**src/rtl/cla_serial_addsub.sv**
```systemverilog
// cla_serial_addsub
//   Multi-cycle WIDTH-bit adder/subtractor. Each cycle in RUN resolves one
//   GROUP-bit carry-lookahead slice and registers the slice carry-out for
//   the next slice, so the critical path is one slice regardless of WIDTH.
//
// Ports
//   clk     rising-edge clock
//   rst     synchronous active-high reset
//   start   request, sampled only in IDLE or DONE
//   op_sub  0 = a+b, 1 = a-b (latched with start)
//   a, b    operands (latched with start)
//   busy    high while the operation is running
//   done    one-cycle pulse, result valid
//   s       registered sum/difference
//   co      carry out of the MSB (subtract: 1 = no borrow)
//   ovf     two's-complement overflow
module cla_serial_addsub #(
  parameter int WIDTH = 32,
  parameter int GROUP = 4
) (
  input  logic             clk,
  input  logic             rst,
  input  logic             start,
  input  logic             op_sub,
  input  logic [WIDTH-1:0] a,
  input  logic [WIDTH-1:0] b,
  output logic             busy,
  output logic             done,
  output logic [WIDTH-1:0] s,
  output logic             co,
  output logic             ovf
);

  localparam int N     = WIDTH / GROUP;
  localparam int IDX_W = (N > 1) ? $clog2(N) : 1;

  typedef enum logic [1:0] {
    IDLE = 2'd0,
    RUN  = 2'd1,
    DONE = 2'd2
  } state_t;

  // Carries of one slice in flat sum-of-products form:
  // c[i+1] = OR over m of (gx[m] & p[m..i]), where gx[0] is the carry-in
  // and gx[m+1] = g[m]. No carry term depends on another computed carry.
  function automatic logic [GROUP:0] cla_carries(
    input logic [GROUP-1:0] g,
    input logic [GROUP-1:0] p,
    input logic             cin
  );
    logic [GROUP:0] gx;
    logic [GROUP:0] c;
    logic           term;
    gx = {g, cin};
    c  = '0;
    c[0] = cin;
    for (int i = 0; i < GROUP; i++) begin
      for (int m = 0; m <= i + 1; m++) begin
        term = gx[m];
        for (int k = m; k <= i; k++) begin
          term = term & p[k];
        end
        c[i+1] = c[i+1] | term;
      end
    end
    return c;
  endfunction

  state_t             state_r;
  state_t             state_next_s;
  logic [WIDTH-1:0]   a_r;
  logic [WIDTH-1:0]   b_r;
  logic [WIDTH-1:0]   w_r;
  logic               c_r;
  logic [IDX_W-1:0]   idx_r;
  logic               busy_r;
  logic               done_r;
  logic [WIDTH-1:0]   s_r;
  logic               co_r;
  logic               ovf_r;

  logic [GROUP-1:0]   g_s;
  logic [GROUP-1:0]   p_s;
  logic [GROUP:0]     carries_s;
  logic [GROUP-1:0]   sum_s;
  logic [WIDTH-1:0]   w_next_s;
  logic               last_s;
  logic               load_s;

  // Slice datapath: operands shift right one slice per RUN cycle, so the
  // active slice is always the low GROUP bits; results shift in at the top
  // of W and line up in place after the final slice.
  always_comb begin
    g_s       = a_r[GROUP-1:0] & b_r[GROUP-1:0];
    p_s       = a_r[GROUP-1:0] ^ b_r[GROUP-1:0];
    carries_s = cla_carries(g_s, p_s, c_r);
    sum_s     = p_s ^ carries_s[GROUP-1:0];
    w_next_s  = (w_r >> GROUP) | (WIDTH'(sum_s) << (WIDTH - GROUP));
    last_s    = (idx_r == IDX_W'(N - 1));
    load_s    = start && ((state_r == IDLE) || (state_r == DONE));
  end

  // Next-state logic of the IDLE/RUN/DONE controller.
  always_comb begin
    state_next_s = state_r;
    case (state_r)
      IDLE: begin
        if (start) state_next_s = RUN;
        else       state_next_s = IDLE;
      end
      RUN: begin
        if (last_s) state_next_s = DONE;
        else        state_next_s = RUN;
      end
      DONE: begin
        if (start) state_next_s = RUN;
        else       state_next_s = IDLE;
      end
      default: state_next_s = IDLE;
    endcase
  end

  // State, operand, working and output registers.
  always_ff @(posedge clk) begin
    if (rst) begin
      state_r <= IDLE;
      a_r     <= '0;
      b_r     <= '0;
      w_r     <= '0;
      c_r     <= 1'b0;
      idx_r   <= '0;
      busy_r  <= 1'b0;
      done_r  <= 1'b0;
      s_r     <= '0;
      co_r    <= 1'b0;
      ovf_r   <= 1'b0;
    end else begin
      state_r <= state_next_s;
      busy_r  <= (state_next_s == RUN);
      done_r  <= (state_next_s == DONE);
      if (load_s) begin
        a_r   <= a;
        b_r   <= op_sub ? ~b : b;
        c_r   <= op_sub;
        idx_r <= '0;
      end else if (state_r == RUN) begin
        a_r   <= a_r >> GROUP;
        b_r   <= b_r >> GROUP;
        w_r   <= w_next_s;
        c_r   <= carries_s[GROUP];
        idx_r <= idx_r + IDX_W'(1);
        if (last_s) begin
          s_r   <= w_next_s;
          co_r  <= carries_s[GROUP];
          // Overflow: carry into the MSB differs from carry out of it.
          ovf_r <= carries_s[GROUP] ^ carries_s[GROUP-1];
        end
      end
    end
  end

  assign busy = busy_r;
  assign done = done_r;
  assign s    = s_r;
  assign co   = co_r;
  assign ovf  = ovf_r;

endmodule

```
**config.mk**
```make
export PLATFORM = sky130hd
export DESIGN_NAME = cla_serial_addsub
export DESIGN_NICKNAME = d
export VERILOG_FILES = /design/src/rtl/cla_serial_addsub.sv
export SDC_FILE = /design/constraint.sdc
export NUM_CORES = 1
export LEC_CHECK = 0
export CORE_ASPECT_RATIO = 0.9
export CORE_MARGIN = 1
export CORE_UTILIZATION = 58
export CTS_BUF_LIST = sky130_fd_sc_hd__clkbuf_4
export DETAILED_ROUTE_END_ITERATION = 6
export PLACE_DENSITY = 0.84
export SLEW_MARGIN = 20
export SYNTH_ARGS = -nofsm -noshare
export SYNTH_HDL_FRONTEND = slang
export SYNTH_SLANG_ARGS = --single-unit
export TNS_END_PERCENT = 10
```
**constraint.sdc**
```tcl
create_clock -name clk -period 2.99 [get_ports clk]
set_clock_uncertainty 0.2 [all_clocks]
set_input_delay 0.299 -clock clk [delete_from_list [all_inputs] [get_ports clk]]
set_output_delay 0.299 -clock clk [all_outputs]
set_load 0.05 [all_outputs]
```
==> results of run 1 <==
per-layer routing:
layer  vias to the layer above  routed length (um)
met2                       189                6320
met1                      2336                5750
li1                       2466                   -
met5                         -                   0
met3                        19                 785
met4                         0                 115
metrics by stage:
stage / std cells / area, um2
finish: 886 / 6950
global placement: 854 / 6560
floorplan: 681 / 5610
detailed placement: 854 / 6560
global route: 886 / 6950
CTS: 886 / 6950
cell type report:
type                    instances  area share
flip-flops and latches        134       0.386
well taps                     122      0.0220
clock buffers                  19      0.0205
repair buffers                112       0.159
multi-input cells             486       0.377
clock inverters                13      0.0362
placed cells by master (no fill, tap or decap), types with 2 or more instances in the layout:
cell type / n
nor3_1: 5
xor2_1: 32
nand2_1: 188
a311oi_1: 36
clkbuf_4: 19
ha_1: 7
nand2b_4: 2
o21a_1: 2
nand3b_1: 3
o211ai_1: 3
bufinv_16: 7
a211oi_1: 4
nor2_1: 47
clkinv_1: 2
buf_4: 9
o21ai_0: 2
nand3_1: 31
clkinv_4: 2
a21oi_1: 85
xnor2_1: 2
nand4_1: 2
mux2i_1: 3
clkdlybuf4s50_1: 101
a22oi_1: 21
o2111ai_1: 2
dfxtp_1: 134
power by group through the flow:
stage               Combinational [mW]  Sequential (mW)  Clock [mW]
floorplan                        0.314             1.95           0
global placement                 0.441             1.96           0
detailed placement               0.456             1.96           0
CTS                              0.461             1.92        1.61
global route                     0.507             1.93        1.69
finish                           0.463             1.92        1.59
cell usage after synthesis (2+ instances only):
library cell	instances
xnor2_1	2
nor3_1	5
xor2_1	32
nor2b_1	2
ha_1	7
a311oi_1	36
o21a_1	2
nand2_1	188
nor2_1	47
nand3b_1	3
mux2i_1	3
o21ai_0	2
buf_2	25
nand3_1	31
a211oi_1	4
o2111ai_1	2
buf_4	7
o211ai_1	3
a21oi_1	85
buf_6	5
nand2b_1	2
clkbuf_1	24
dfxtp_1	134
a22oi_1	21
nand4_1	2
flip-flops by register name (all words and copies together) (netlist names):
name     count
a_r         32
b_r         32
s           32
w_r         28
idx_r        3
state_r      2
busy         1
c_r          1
co           1
done         1
ovf          1
how the worst min path moves through the flow:
stage,slack [ns],cells after the start,to
2_1_floorplan,0.23,2,s[0]
3_3_place_gp,0.24,2,s[0]
3_5_place_dp,0.25,2,s[1]
4_1_cts,0.12,2,busy
5_1_grt,0.11,3,a_r[12]
6_report,0.14,3,a_r[28]
cells by family (layout without fill, tap and decap cells):
| family | after synthesis | count (layout) | share of synthesized area |
|---|---|---|---|
| fa+ha+maj | 8 | 8 | 0.0192 |
| buf+inv | 61 | 144 | 0.0578 |
| xor+xnor | 34 | 34 | 0.0531 |
| mux | 3 | 3 | 0.00536 |
| compound gates | 158 | 158 | 0.182 |
| flops | 134 | 134 | 0.479 |
| simple gates | 283 | 283 | 0.204 |
==> impl_metrics.csv, run 1 <==
group,metric,value,unit
timing,fin_worst_hold_slack,0.142,ns
grt,grt_usage,0.267,
critical_path,worstRegToRegCells,3,
job,max_cap_violations,0,
floorplanning,core,9250,um2
critical_path,worstPathArrival,1.70,ns
placement,dp_hpwl,7940,um
final_layout,multi_input_area,2620,um2
power,sequentialPowerShare,0.483,
grt,first_global_vias,4683,
floorplanning,row_count,33,
clock_network,cts_root_buf,"clkbuf_4",
yosys,synth.net_count,757,
routing,wire_per_inst,14.6,um
routing,ant_nets,0,
critical_path,regToRegSetupSlack,0.90,ns
timing,setup_ws,0.794,ns
yosys,yosys_most_used_dff,"dfxtp_1",
timing,timing.final.crit_period,2.20,ns
hold_path,hold_path.startpoint,"a[28]",
routing,via_per_inst,5.65,
yosys,ys_ff_latch,134,
routing,drc,0,
placement,port_buffers,103,
critical_path,cp_slowest_cell,"clkdlybuf4s50_1",
final_layout,antenna_cells,0,
final_layout,area_growth,24.0,%
timing,finalMaxSlewViolations,0,
final_layout,seq_area,2680,um2
final_layout,fillCellCount,691,
power,p_int,3.01,mW
clock_network,cts_buffers,17,
clock_network,cts_sinks,134,
critical_path,path_delay_family,"buffers and inverters",
critical_path,startpoint,"s[29]",
final_layout,nNetsFinal,827,
clock_network,post-cts-setup-buffers,0,
power,p_total,3.98,mW
critical_path,crit_buf_inv,1,
critical_path,end_kind,"output port",
clock_network,insertion_delay,0.52,ns
yosys,ys_seq_area_frac,0.479,
timing,slew_headroom,0.337,
critical_path,critPathMaxStageDelay,0.81,ns
power,comb_power_share,0.116,
floorplanning,dieHeight,95.3,um
grt,grt_util_met3,0.0649,
timing,setup_viol,0,
critical_path,path_cells,"clkdlybuf4s50_1",
clock_network,cts-hold-fix-buffers,0,
floorplanning,die_x,106,um
grt,top_usage_layer,"met2",
run_status,status,"complete, no violations",
grt,antenna_found_initial,0,
critical_path,worst-path-stages,1,
power,ir_worst_vdd,0.000334,V
floorplanning,initial_utilization,0.606,
clock_network,cts.clk_slew.worst_paths,0.11,ns
timing,min_period_over_period,0.735,
yosys,synth_edf_count,0,
timing,hold_viol_final,0,
timing,setup-tns-final,0,ns
timing,rsz0062_at_grt,"no",
routing,drtIter0Drc,352,
timing,tightest_slew,0.995,ns
yosys,yosysTopAreaCell,"dfxtp_1",
critical_path,startpoint_type,"register",
power,p_per_area,572,nW/um2
grt,grt_max_degree,101,
grt,met1_usage,0.340,
critical_path,path_class,"reg -> out",
placement,dp_worst_setup_slack,0.733,ns
power,switching_power,0.971,mW
yosys,synth_area_leaders,"dfxtp_1 48%, nand2_1 13%, a21oi_1 7.6%, a311oi_1 5.6%, xor2_1 5.0%",
floorplanning,dieArea,10100,um2
yosys,ys_types,32,
grt,met2_usage,0.456,
routing,dr.pass1.iters,5,
timing,max_freq,455,MHz
grt,grt_pass1_wl,21500,um
clock_network,cts_tree,"yes",
yosys,async_flop_share,0,
floorplanning,io_pins,104,
hold_path,hold_class,"in -> reg",
critical_path,required,2.49,ns
clock_network,cts_max_path_buffers,2,
yosys,syn_avg_cell_area,8.23,um2
placement,gp_congestion,0.771,
critical_path,r2r-end,"a_r[24]",
power,p_clk_frac,0.401,
yosys,syn_area,5610,um2
routing,wl,13000,um
power,netSwitchingFraction,0.244,
yosys,yosysWarnings,0,
yosys,synthCells,681,
power,leakage,2.47,nW
yosys,synth_top_cell_area_share,0.479,
grt,overflow,0,
final_layout,final_core_util,0.751,
critical_path,cp_max_fo,2,
final_layout,drive_gt1_frac,0.0602,
clock_network,htreeDepth,4,
critical_path,critPathCapture,"s[29]",
critical_path,r2r_start,"state_r[0]",
clock_network,cts_resized,0,
routing,vias,5010,
(Power assumes the default switching activity.)
==> inputs of run 2 (changes only) <==
--- a/config.mk
+++ b/config.mk
@@ -7,10 +7,10 @@
 export LEC_CHECK = 0
 export CORE_ASPECT_RATIO = 0.9
 export CORE_MARGIN = 1
-export CORE_UTILIZATION = 58
+export CORE_UTILIZATION = 49
 export CTS_BUF_LIST = sky130_fd_sc_hd__clkbuf_4
 export DETAILED_ROUTE_END_ITERATION = 6
-export PLACE_DENSITY = 0.84
+export PLACE_DENSITY = 0.76
 export SLEW_MARGIN = 20
 export SYNTH_ARGS = -nofsm -noshare
 export SYNTH_HDL_FRONTEND = slang
==> constraint.sdc (replaced) <==
create_clock -name clk -period 1.85 [get_ports clk]
set_clock_uncertainty 0.2 [all_clocks]
set_input_delay 0.185 -clock clk [delete_from_list [all_inputs] [get_ports clk]]
set_output_delay 0.185 -clock clk [all_outputs]
set_load 0.05 [all_outputs]
==> run 2 against run 1 <==
Combinational power up 76%. Count of clock-buffer cells in the layout fell by 2. Sequential cell count did not move. Die area increased by 18%. Critical endpoint is now w_r[30].
==> impl_metrics.csv, run 2 (synthesized netlist as in run 1, its figures left out) <==
group,metric,value,unit
run_status,status,"complete, no violations",
routing,drtIter0Drc,413,
clock_network,post-cts-setup-buffers,0,
timing,timing.final.crit_period,1.76,ns
critical_path,end_kind,"register",
routing,ant_nets,0,
timing,hold_viol_final,0,
power,p_per_area,839,nW/um2
routing,wl,12800,um
final_layout,area_growth,25.2,%
floorplanning,initial_utilization,0.510,
grt,grt_max_degree,51,
grt,antenna_found_initial,0,
timing,setup-tns-final,0,ns
timing,fin_worst_hold_slack,0.0322,ns
job,max_cap_violations,0,
floorplanning,dieArea,11900,um2
timing,slew_headroom,0.679,
critical_path,required,2.10,ns
clock_network,cts_buffers,17,
clock_network,cts_sinks,134,
floorplanning,io_pins,104,
clock_network,insertion_delay,0.51,ns
floorplanning,row_count,36,
timing,finalMaxSlewViolations,0,
timing,tightest_slew,0.484,ns
critical_path,path_class,"reg -> reg",
grt,first_global_vias,4543,
timing,setup_viol,0,
grt,grt_pass1_wl,21000,um
final_layout,fillCellCount,969,
power,leakage,2.60,nW
timing,min_period_over_period,0.953,
final_layout,final_cell_mix,"188 x nand2_1, 134 x dfxtp_1, 85 x a21oi_1, 65 x clkdlybuf4s50_1, 47 x nor2_1",
final_layout,drive_gt1_frac,0.115,
timing,max_freq,567,MHz
clock_network,cts.clk_slew.worst_paths,0.11,ns
clock_network,cts_max_path_buffers,2,
routing,dr.pass1.iters,5,
routing,wire_per_inst,13.8,um
floorplanning,die_x,115,um
power,ir_worst_vdd,0.000484,V
placement,gp_congestion,0.821,
placement,port_buffers,103,
floorplanning,core,11000,um2
placement,dp_hpwl,8470,um
final_layout,nNetsFinal,840,
routing,drc,0,
routing,via_per_inst,5.38,
final_layout,mostFrequentLayoutCell,"nand2_1",
critical_path,worstPathArrival,2.01,ns
critical_path,cp_max_fo,4,
clock_network,htreeDepth,4,
clock_network,cts_root_buf,"clkbuf_4",
final_layout,antenna_cells,0,
routing,vias,4995,
grt,grt_usage,0.223,
timing,rsz0062_at_grt,"no",
power,p_total,5.89,mW
hold_path,hold_class,"in -> reg",
floorplanning,dieHeight,103,um
clock_network,cts_tree,"yes",
critical_path,startpoint_type,"register",
grt,overflow,0,
-- run 2: report_power, final --
group,total [mW],switching (mW),internal [mW]
Sequential,3.10,0.0784,3.02
Clock,1.97,1.05,0.920
Combinational,0.815,0.434,0.380
Total,5.89,1.57,4.32
-- run 2: area by class of cell --
cell class                      instances  area, um2  share of cell area
Timing Repair Buffer                  125       1240               0.177
Tap cell                              152        190              0.0271
Clock buffer                           17        128              0.0182
Sequential cell                       134       2680               0.382
Multi-Input combinational cell        486       2620               0.373
Clock inverter                         15        160              0.0228
-- run 2: worst paths after layout --
path                             start       to  slack, ns  cells past startpoint
worst min register to register  w_r[5]     s[1]       0.25                      2
worst min-delay path             a[30]  a_r[30]       0.03                      3
worst max register to register  a_r[0]  w_r[30]       0.09                      6
worst max-delay path            a_r[0]  w_r[30]       0.09                      6
-- run 2: critical path: stages, from the launching register on --
cell and delay, ns:
dfxtp_1 0.33, ha_1 0.29, ha_1 0.21, o211ai_1 0.25
buf_4 0.18, o2111ai_1 0.12, a21oi_1 0.14
-- run 2: per-layer routing --
layer  GRT usage  vias to the layer above  wire, um
li1            -                     2496         -
met1       0.285                     2349      5890
met2       0.379                      138      6160
met3      0.0530                       12       664
met4      0.0639                        0       105
met5           0                        -         0
-- run 2: timing repair --
item                                   4_1_cts  5_1_grt
endpoints found under the hold margin       26        0
pin swaps                                    0        0
gates resized for setup                      2        1
setup endpoints to repair                    2        2
hold buffers                                 1        0
-- run 2: per-stage QoR --
stage                util  std cells  cell area [um2]  setup WS (ns)
global route        0.639        929             7020         0.0177
finish              0.639        929             7020         0.0866
CTS                 0.639        929             7020         0.0602
floorplan               -        681             5610          0.104
detailed placement  0.612        896             6730          0.101
global placement    0.612        896             6730          0.148
